<file path="src/rtl/eth_tx_fcs_framer.sv">
// Ethernet TX framer: preamble, SFD, payload, zero pad and FCS.
// Drives the byte-feed port of an external augmented crc32 engine.
module eth_tx_fcs_framer #(
  parameter int MIN_PAYLOAD  = 60,
  parameter int PREAMBLE_LEN = 7
) (
  input  logic        clk,
  input  logic        reset_n,
  input  logic [7:0]  in_data,
  input  logic        in_valid,
  input  logic        in_last,
  output logic        in_ready,
  output logic [7:0]  out_data,
  output logic        out_valid,
  output logic        out_last,
  input  logic        out_ready,
  output logic        crc_reset,
  output logic        crc_we,
  output logic [7:0]  crc_byte,
  input  logic [31:0] crc_value,
  output logic        busy
);

  typedef enum logic [2:0] {
    IDLE, PRE, SFD, DATA, PAD, FLUSH, FCS
  } state_t;

  localparam bit         HAS_PRE  = (PREAMBLE_LEN > 0);
  localparam logic [7:0] PRE_LAST = 8'(PREAMBLE_LEN - 1);
  localparam logic [11:0] MIN_W   = 12'(MIN_PAYLOAD);

  state_t      state_q, state_d;
  logic [7:0]  pcnt_q, pcnt_d;
  logic [10:0] bcnt_q, bcnt_d;
  logic [1:0]  fcnt_q, fcnt_d;
  logic [31:0] fcs_q, fcs_d;

  logic [11:0] bcnt_inc;
  logic [10:0] bcnt_sat;
  logic [7:0]  inv_mask;
  logic [31:0] fcs_w;
  logic [31:0] fcs_src;

  function automatic logic [7:0] bitrev8(input logic [7:0] v);
    for (int i = 0; i < 8; i++) bitrev8[i] = v[7-i];
  endfunction

  function automatic logic [31:0] bitrev32(input logic [31:0] v);
    for (int i = 0; i < 32; i++) bitrev32[i] = v[31-i];
  endfunction

  // First four fed bytes are inverted so the augmented engine
  // behaves like an all-ones preset CRC.
  always_comb begin
    bcnt_inc = {1'b0, bcnt_q} + 12'd1;
    bcnt_sat = (bcnt_q == 11'h7FF) ? bcnt_q : bcnt_q + 11'd1;
    inv_mask = (bcnt_q < 11'd4) ? 8'hFF : 8'h00;
    fcs_w    = ~bitrev32(crc_value);
    fcs_src  = (fcnt_q == 2'd0) ? fcs_w : fcs_q;
  end

  // Next-state, counters and all framer outputs.
  always_comb begin
    state_d   = state_q;
    pcnt_d    = pcnt_q;
    bcnt_d    = bcnt_q;
    fcnt_d    = fcnt_q;
    fcs_d     = fcs_q;
    in_ready  = 1'b0;
    out_data  = 8'h00;
    out_valid = 1'b0;
    out_last  = 1'b0;
    crc_reset = 1'b0;
    crc_we    = 1'b0;
    crc_byte  = 8'h00;
    busy      = (state_q != IDLE);
    unique case (state_q)
      IDLE: begin
        pcnt_d = 8'd0;
        if (in_valid) state_d = HAS_PRE ? PRE : SFD;
      end
      PRE: begin
        out_valid = 1'b1;
        out_data  = 8'h55;
        if (out_ready) begin
          if (pcnt_q == PRE_LAST) begin
            pcnt_d  = 8'd0;
            state_d = SFD;
          end else begin
            pcnt_d = pcnt_q + 8'd1;
          end
        end
      end
      SFD: begin
        out_valid = 1'b1;
        out_data  = 8'hD5;
        crc_reset = 1'b1;
        if (out_ready) begin
          bcnt_d  = 11'd0;
          state_d = DATA;
        end
      end
      DATA: begin
        out_data  = in_data;
        out_valid = in_valid;
        in_ready  = out_ready;
        if (in_valid && out_ready) begin
          crc_we   = 1'b1;
          crc_byte = bitrev8(in_data) ^ inv_mask;
          bcnt_d   = bcnt_sat;
          if (in_last) begin
            fcnt_d  = 2'd0;
            state_d = (bcnt_inc < MIN_W) ? PAD : FLUSH;
          end
        end
      end
      PAD: begin
        out_valid = 1'b1;
        if (out_ready) begin
          crc_we   = 1'b1;
          crc_byte = inv_mask;
          bcnt_d   = bcnt_sat;
          if (bcnt_inc == MIN_W) begin
            fcnt_d  = 2'd0;
            state_d = FLUSH;
          end
        end
      end
      FLUSH: begin
        crc_we = 1'b1;
        fcnt_d = fcnt_q + 2'd1;
        if (fcnt_q == 2'd3) state_d = FCS;
      end
      FCS: begin
        out_valid = 1'b1;
        out_last  = (fcnt_q == 2'd3);
        if (fcnt_q == 2'd0) fcs_d = fcs_w;
        case (fcnt_q)
          2'd0:    out_data = fcs_src[7:0];
          2'd1:    out_data = fcs_src[15:8];
          2'd2:    out_data = fcs_src[23:16];
          default: out_data = fcs_src[31:24];
        endcase
        if (out_ready) begin
          fcnt_d = fcnt_q + 2'd1;
          if (fcnt_q == 2'd3) state_d = IDLE;
        end
      end
      default: state_d = IDLE;
    endcase
  end

  // State and counter registers.
  always_ff @(posedge clk or negedge reset_n) begin
    if (!reset_n) begin
      state_q <= IDLE;
      pcnt_q  <= 8'd0;
      bcnt_q  <= 11'd0;
      fcnt_q  <= 2'd0;
      fcs_q   <= 32'd0;
    end else begin
      state_q <= state_d;
      pcnt_q  <= pcnt_d;
      bcnt_q  <= bcnt_d;
      fcnt_q  <= fcnt_d;
      fcs_q   <= fcs_d;
    end
  end

endmodule

</file>
<file path="config.mk">
export PLATFORM = sky130hd
export DESIGN_NAME = eth_tx_fcs_framer
export DESIGN_NICKNAME = d
export VERILOG_FILES = /design/src/rtl/eth_tx_fcs_framer.sv
export SDC_FILE = /design/constraint.sdc
export NUM_CORES = 1
export LEC_CHECK = 0
export ABC_AREA = 1
export BUFFER_PORTS_ARGS = -buffer_cell sky130_fd_sc_hd__buf_2
export CORE_MARGIN = 2
export CORE_UTILIZATION = 50
export CTS_CLUSTER_DIAMETER = 60
export DETAILED_ROUTE_END_ITERATION = 8
export PLACE_DENSITY = 0.74
export SLEW_MARGIN = 20
export SYNTH_ARGS = -nofsm -noshare
export SYNTH_HDL_FRONTEND = slang
export SYNTH_SLANG_ARGS = --single-unit
</file>
<file path="constraint.sdc">
create_clock -name clk -period 1.9 [get_ports clk]
set_clock_uncertainty 0.2 [all_clocks]
set_input_delay 0.095 -clock clk [delete_from_list [all_inputs] [get_ports clk]]
set_output_delay 0.095 -clock clk [all_outputs]
set_load 0.03 [all_outputs]
</file>
==> results.txt <==
* Yosys reg bits: 48
- The library cell used most frequently in the layout, excluding fill and tap cells, is sky130_fd_sc_hd__nand2_1.
- Type of the setup path with the least slack: register to output pin
* Overall routing resource usage: 31.7%
* Overflow left after global routing: 0
- Measured along the y axis, the die boundary spans 84.8 µm.
* R2R setup slack: -0.24 ns
- The library cells used most frequently in the layout, excluding fill and tap cells, are sky130_fd_sc_hd__nand2_1 (159), sky130_fd_sc_hd__buf_4 (55), sky130_fd_sc_hd__buf_2 (47).
* TritonCTS clock tree: yes
* Number of cells produced by synthesis: 488
* Cell Area, Synth: 0.00326 mm²
* Setup TNS: -7.38 ns
- Outcome: complete, but fails checks
* Number of distinct library cell variants in the gate-level netlist after synthesis: 36
- Filler cell count in the final layout: 337
- The first global-routing pass estimated 18400 µm of wire.
* Fraction of layout cells with a size suffix above 1: 46.1%
* Number of search-and-repair iterations in the first detailed-routing pass: 5
- Clock Pin Slew Worst Setup and Hold Paths: 0.11 ns
- H-Tree Level Count: 2
- Buffer cell driving the clock tree root: sky130_fd_sc_hd__clkbuf_8
- Post-route core utilization: 86.2%
- Num rows: 29
- Clock tree synthesis found a total of 48 sinks.
- At the later pin of the worst-skew pair, clock insertion delay measures 0.32 ns.
- Among all stages on the critical path, the largest delay is contributed by sky130_fd_sc_hd__dfrtp_1.
- Post-Syn Nets: 540
- Summing all placed instances gives a cell area of 0.00409 mm².
- Share of the yosys chip area belonging to registers: 36.8%
- Layout Nets: 695
- On the critical path the largest part of the delay comes from compound AO/OA/AOI/OAI gates.
* Number of buffers and inverters on the critical path: 3
- Initial Util: 51.6%
- STA classifies the critical path endpoint as an output pin.
- The number of clock buffers added by TritonCTS is 5.
* Count of nets left with antenna violations after detail routing: 0
- Pre-CTS WS: -0.136 ns
* Rel. slew slack: 65.9%
* Ratio of total power to cell area: 1670 mW/mm²
- In this run the tool buffered the top-level ports with 66 buffer cells.
- The worst path in the final design needs a cycle of 2.37 ns, including I/O delays and setup.
- The checks that failed: setup timing.
* Total of endpoints with negative setup slack in the final report: 30
- The critical path goes through inv_2 > ha_4 > inv_8 > o21ai_4 > nand2_1 > o2111ai_1 > o21ai_1 > o21ai_2 > buf_6.
- The number of antenna diodes in the final layout is 0.
* Delay of the slowest cell on the worst path: 0.46 ns
* Number of pins exceeding their max-slew limit in the final report: 0
- Routability-driven placement finished with a final weighted congestion of 0.937.
- Layout Area Growth over Synthesis: 66.8%
* Placeable core region: 0.00631 mm²
* Max Fclk: 423 MHz
* Slack of the critical path: -0.467 ns
* Via count of the first global-routing pass: 4019
* Mean Syn Cell Area: 6.68 µm²
- Hold Path Class: input port to async pin
- Sequential cell area in the final layout: 0.00121 mm²
- Final HPWL from detailed placement: 7310 µm
- The hold violation total from the final report is 0.
- In this run the static leakage power is 2.55 nW.
* Vias: 4355
* Starting DRC count in detailed routing: 372
* IR Drop Worst-Case VDD: 0.00136 V
- Post-route cell area: 0.00544 mm²
- Critical path arrival: 2.07 ns
- Required time at the endpoint of the critical path: 1.60 ns
- Final WL: 13500 µm
* Routed len/inst: 18.7 µm
- The tool flagged a number of max-cap violations equal to 0.
- In the routed design, unresolved DRC markers number 0.
* Multi-input combinational cell area: 0.00248 mm²
* Warnings from Yosys: 0
- The die covers 0.00718 mm².
* RSZ-0062 raised after global routing: yes
* Tightest Pin Transition: 0.512 ns
- Category of the worst setup path launch point: register
* Largest net degree at the start of global routing: 30
- Maximum number of buffers from clock root to sink: 2
* Width of the chip: 84.8 µm
* Antenna violations before repair: 0
- Count of pins on the block boundary: 67
- Of the available clock period, the critical path in the final layout requires 125%.
* Highest fanout seen on the critical path: 15
* Vias per std cell: 6.04
==> cells by family (layout without fill, tap and decap cells) <==
logic type      Yosys count  after routing  share of synthesized area, %
buf+inv                  58            214                          6.91
fa+ha+maj                 7              7                          2.69
flops                    48             48                          36.8
simple gates            282            282                          37.1
compound gates           93             93                          16.5
==> report_power, final <==
part	total, W	internal (W)	switching, W	leakage (nW)
Combinational	0.00645	0.00275	0.00370	1.89
Clock	0.000794	0.000392	0.000402	0.0552
Sequential	0.00185	0.00145	0.000403	0.609
==> synth_stat cells <==
| library cell | instances | area [µm²] |
|---|---|---|
| sky130_fd_sc_hd__o21ai_0 | 17 | 85.1 |
| sky130_fd_sc_hd__o22ai_1 | 9 | 56.3 |
| sky130_fd_sc_hd__nor3_1 | 5 | 25.0 |
| sky130_fd_sc_hd__clkbuf_1 | 12 | 45.0 |
| sky130_fd_sc_hd__a21oi_2 | 1 | 8.76 |
| sky130_fd_sc_hd__o221ai_1 | 4 | 35.0 |
| sky130_fd_sc_hd__o32ai_1 | 2 | 17.5 |
| sky130_fd_sc_hd__buf_4 | 1 | 7.51 |
| sky130_fd_sc_hd__dfrtp_1 | 48 | 1200 |
| sky130_fd_sc_hd__nor4_1 | 1 | 6.26 |
| sky130_fd_sc_hd__nor3b_2 | 1 | 12.5 |
| sky130_fd_sc_hd__nand2_1 | 188 | 706 |
| sky130_fd_sc_hd__o21ai_2 | 1 | 8.76 |
| sky130_fd_sc_hd__a21oi_1 | 22 | 110 |
| sky130_fd_sc_hd__nand3_2 | 2 | 20.0 |
| sky130_fd_sc_hd__or2_2 | 2 | 12.5 |
| sky130_fd_sc_hd__buf_2 | 3 | 15.0 |
| sky130_fd_sc_hd__nor3_2 | 2 | 20.0 |
| sky130_fd_sc_hd__inv_2 | 12 | 45.0 |
| sky130_fd_sc_hd__a31oi_1 | 1 | 6.26 |
| sky130_fd_sc_hd__inv_1 | 30 | 113 |
| sky130_fd_sc_hd__nor3b_1 | 1 | 7.51 |
| sky130_fd_sc_hd__nor2_1 | 36 | 135 |
| sky130_fd_sc_hd__nor3_4 | 1 | 16.3 |
| sky130_fd_sc_hd__o21ai_1 | 30 | 150 |
| sky130_fd_sc_hd__nand2_2 | 3 | 18.8 |
| sky130_fd_sc_hd__o211ai_1 | 1 | 7.51 |
| sky130_fd_sc_hd__nor2_2 | 3 | 18.8 |
| sky130_fd_sc_hd__nand3b_1 | 2 | 15.0 |
| sky130_fd_sc_hd__nand4_1 | 2 | 12.5 |
| sky130_fd_sc_hd__ha_1 | 7 | 87.6 |
| sky130_fd_sc_hd__nand3_1 | 30 | 150 |
| sky130_fd_sc_hd__nand2_4 | 1 | 11.3 |
| sky130_fd_sc_hd__o21ai_4 | 1 | 16.3 |
| sky130_fd_sc_hd__nor2_4 | 2 | 22.5 |
| sky130_fd_sc_hd__o2111ai_1 | 4 | 35.0 |
==> sequential cells by signal, indices dropped and copies added, names as in the netlist <==
signal / count
pcnt_q: 8
fcs_q: 24
state_q: 3
fcnt_q: 2
bcnt_q: 11
==> repair_timing <==
item	CTS	global route
hold buffers	25	0
endpoints found under the hold margin	72	0
cloned	1	0
buffers inserted	13	17
pin swaps	27	30
resized for setup	118	104
setup endpoints to repair	35	41
==> per-stage QoR <==
| stage | instances | power (W) | hold slack, ns |
|---|---|---|---|
| 6_report | 721 | 0.00909 | 0.0705 |
| 5_1_grt | 721 | 0.00953 | 0.142 |
| 3_3_place_gp | 662 | 0.00580 | -0.116 |
| 2_1_floorplan | 488 | 0.00434 | -0.401 |
| 4_1_cts | 709 | 0.00770 | 0.0956 |
| 3_5_place_dp | 662 | 0.00594 | -0.0983 |
==> layout make-up <==
| class | instances | share of cell area, % |
|---|---|---|
| tap | 77 | 1.77 |
| clock inverter | 2 | 0.644 |
| inverter | 42 | 3.40 |
| multi-input combinational | 382 | 45.6 |
| timing repair buffer | 163 | 24.9 |
| timing repair inverter | 1 | 0.207 |
| sequential | 48 | 22.2 |
| clock buffer | 6 | 1.33 |
==> per-layer routing <==
metal	part of all wire, %	global-route usage (%)
met5	0	0
met4	7.3	12.0
met3	7.5	4.23
met2	49	55.3
met1	36	40.0
==> worst paths after layout <==
| check | from | to | cells after the start |
|---|---|---|---|
| setup / recovery | fcnt_q[1]$_DFFE_PN0P_ | out_data[6] | 9 |
| hold / removal | reset_n | state_q[2]$_DFFE_PN0P_ | 2 |
| setup reg to reg | state_q[1]$_DFFE_PN0P_ | pcnt_q[6]$_DFFE_PN0P_ | 10 |
| hold reg to reg | fcs_q[12]$_DFFE_PN0P_ | fcs_q[12]$_DFFE_PN0P_ | 2 |
| max in group asynchronous | reset_n | bcnt_q[2]$_DFFE_PN0P_ | 3 |
| min in group clk | in_last | state_q[0]$_DFFE_PN0P_ | 7 |
No activity file was read; power rests on OpenSTA's default activity.
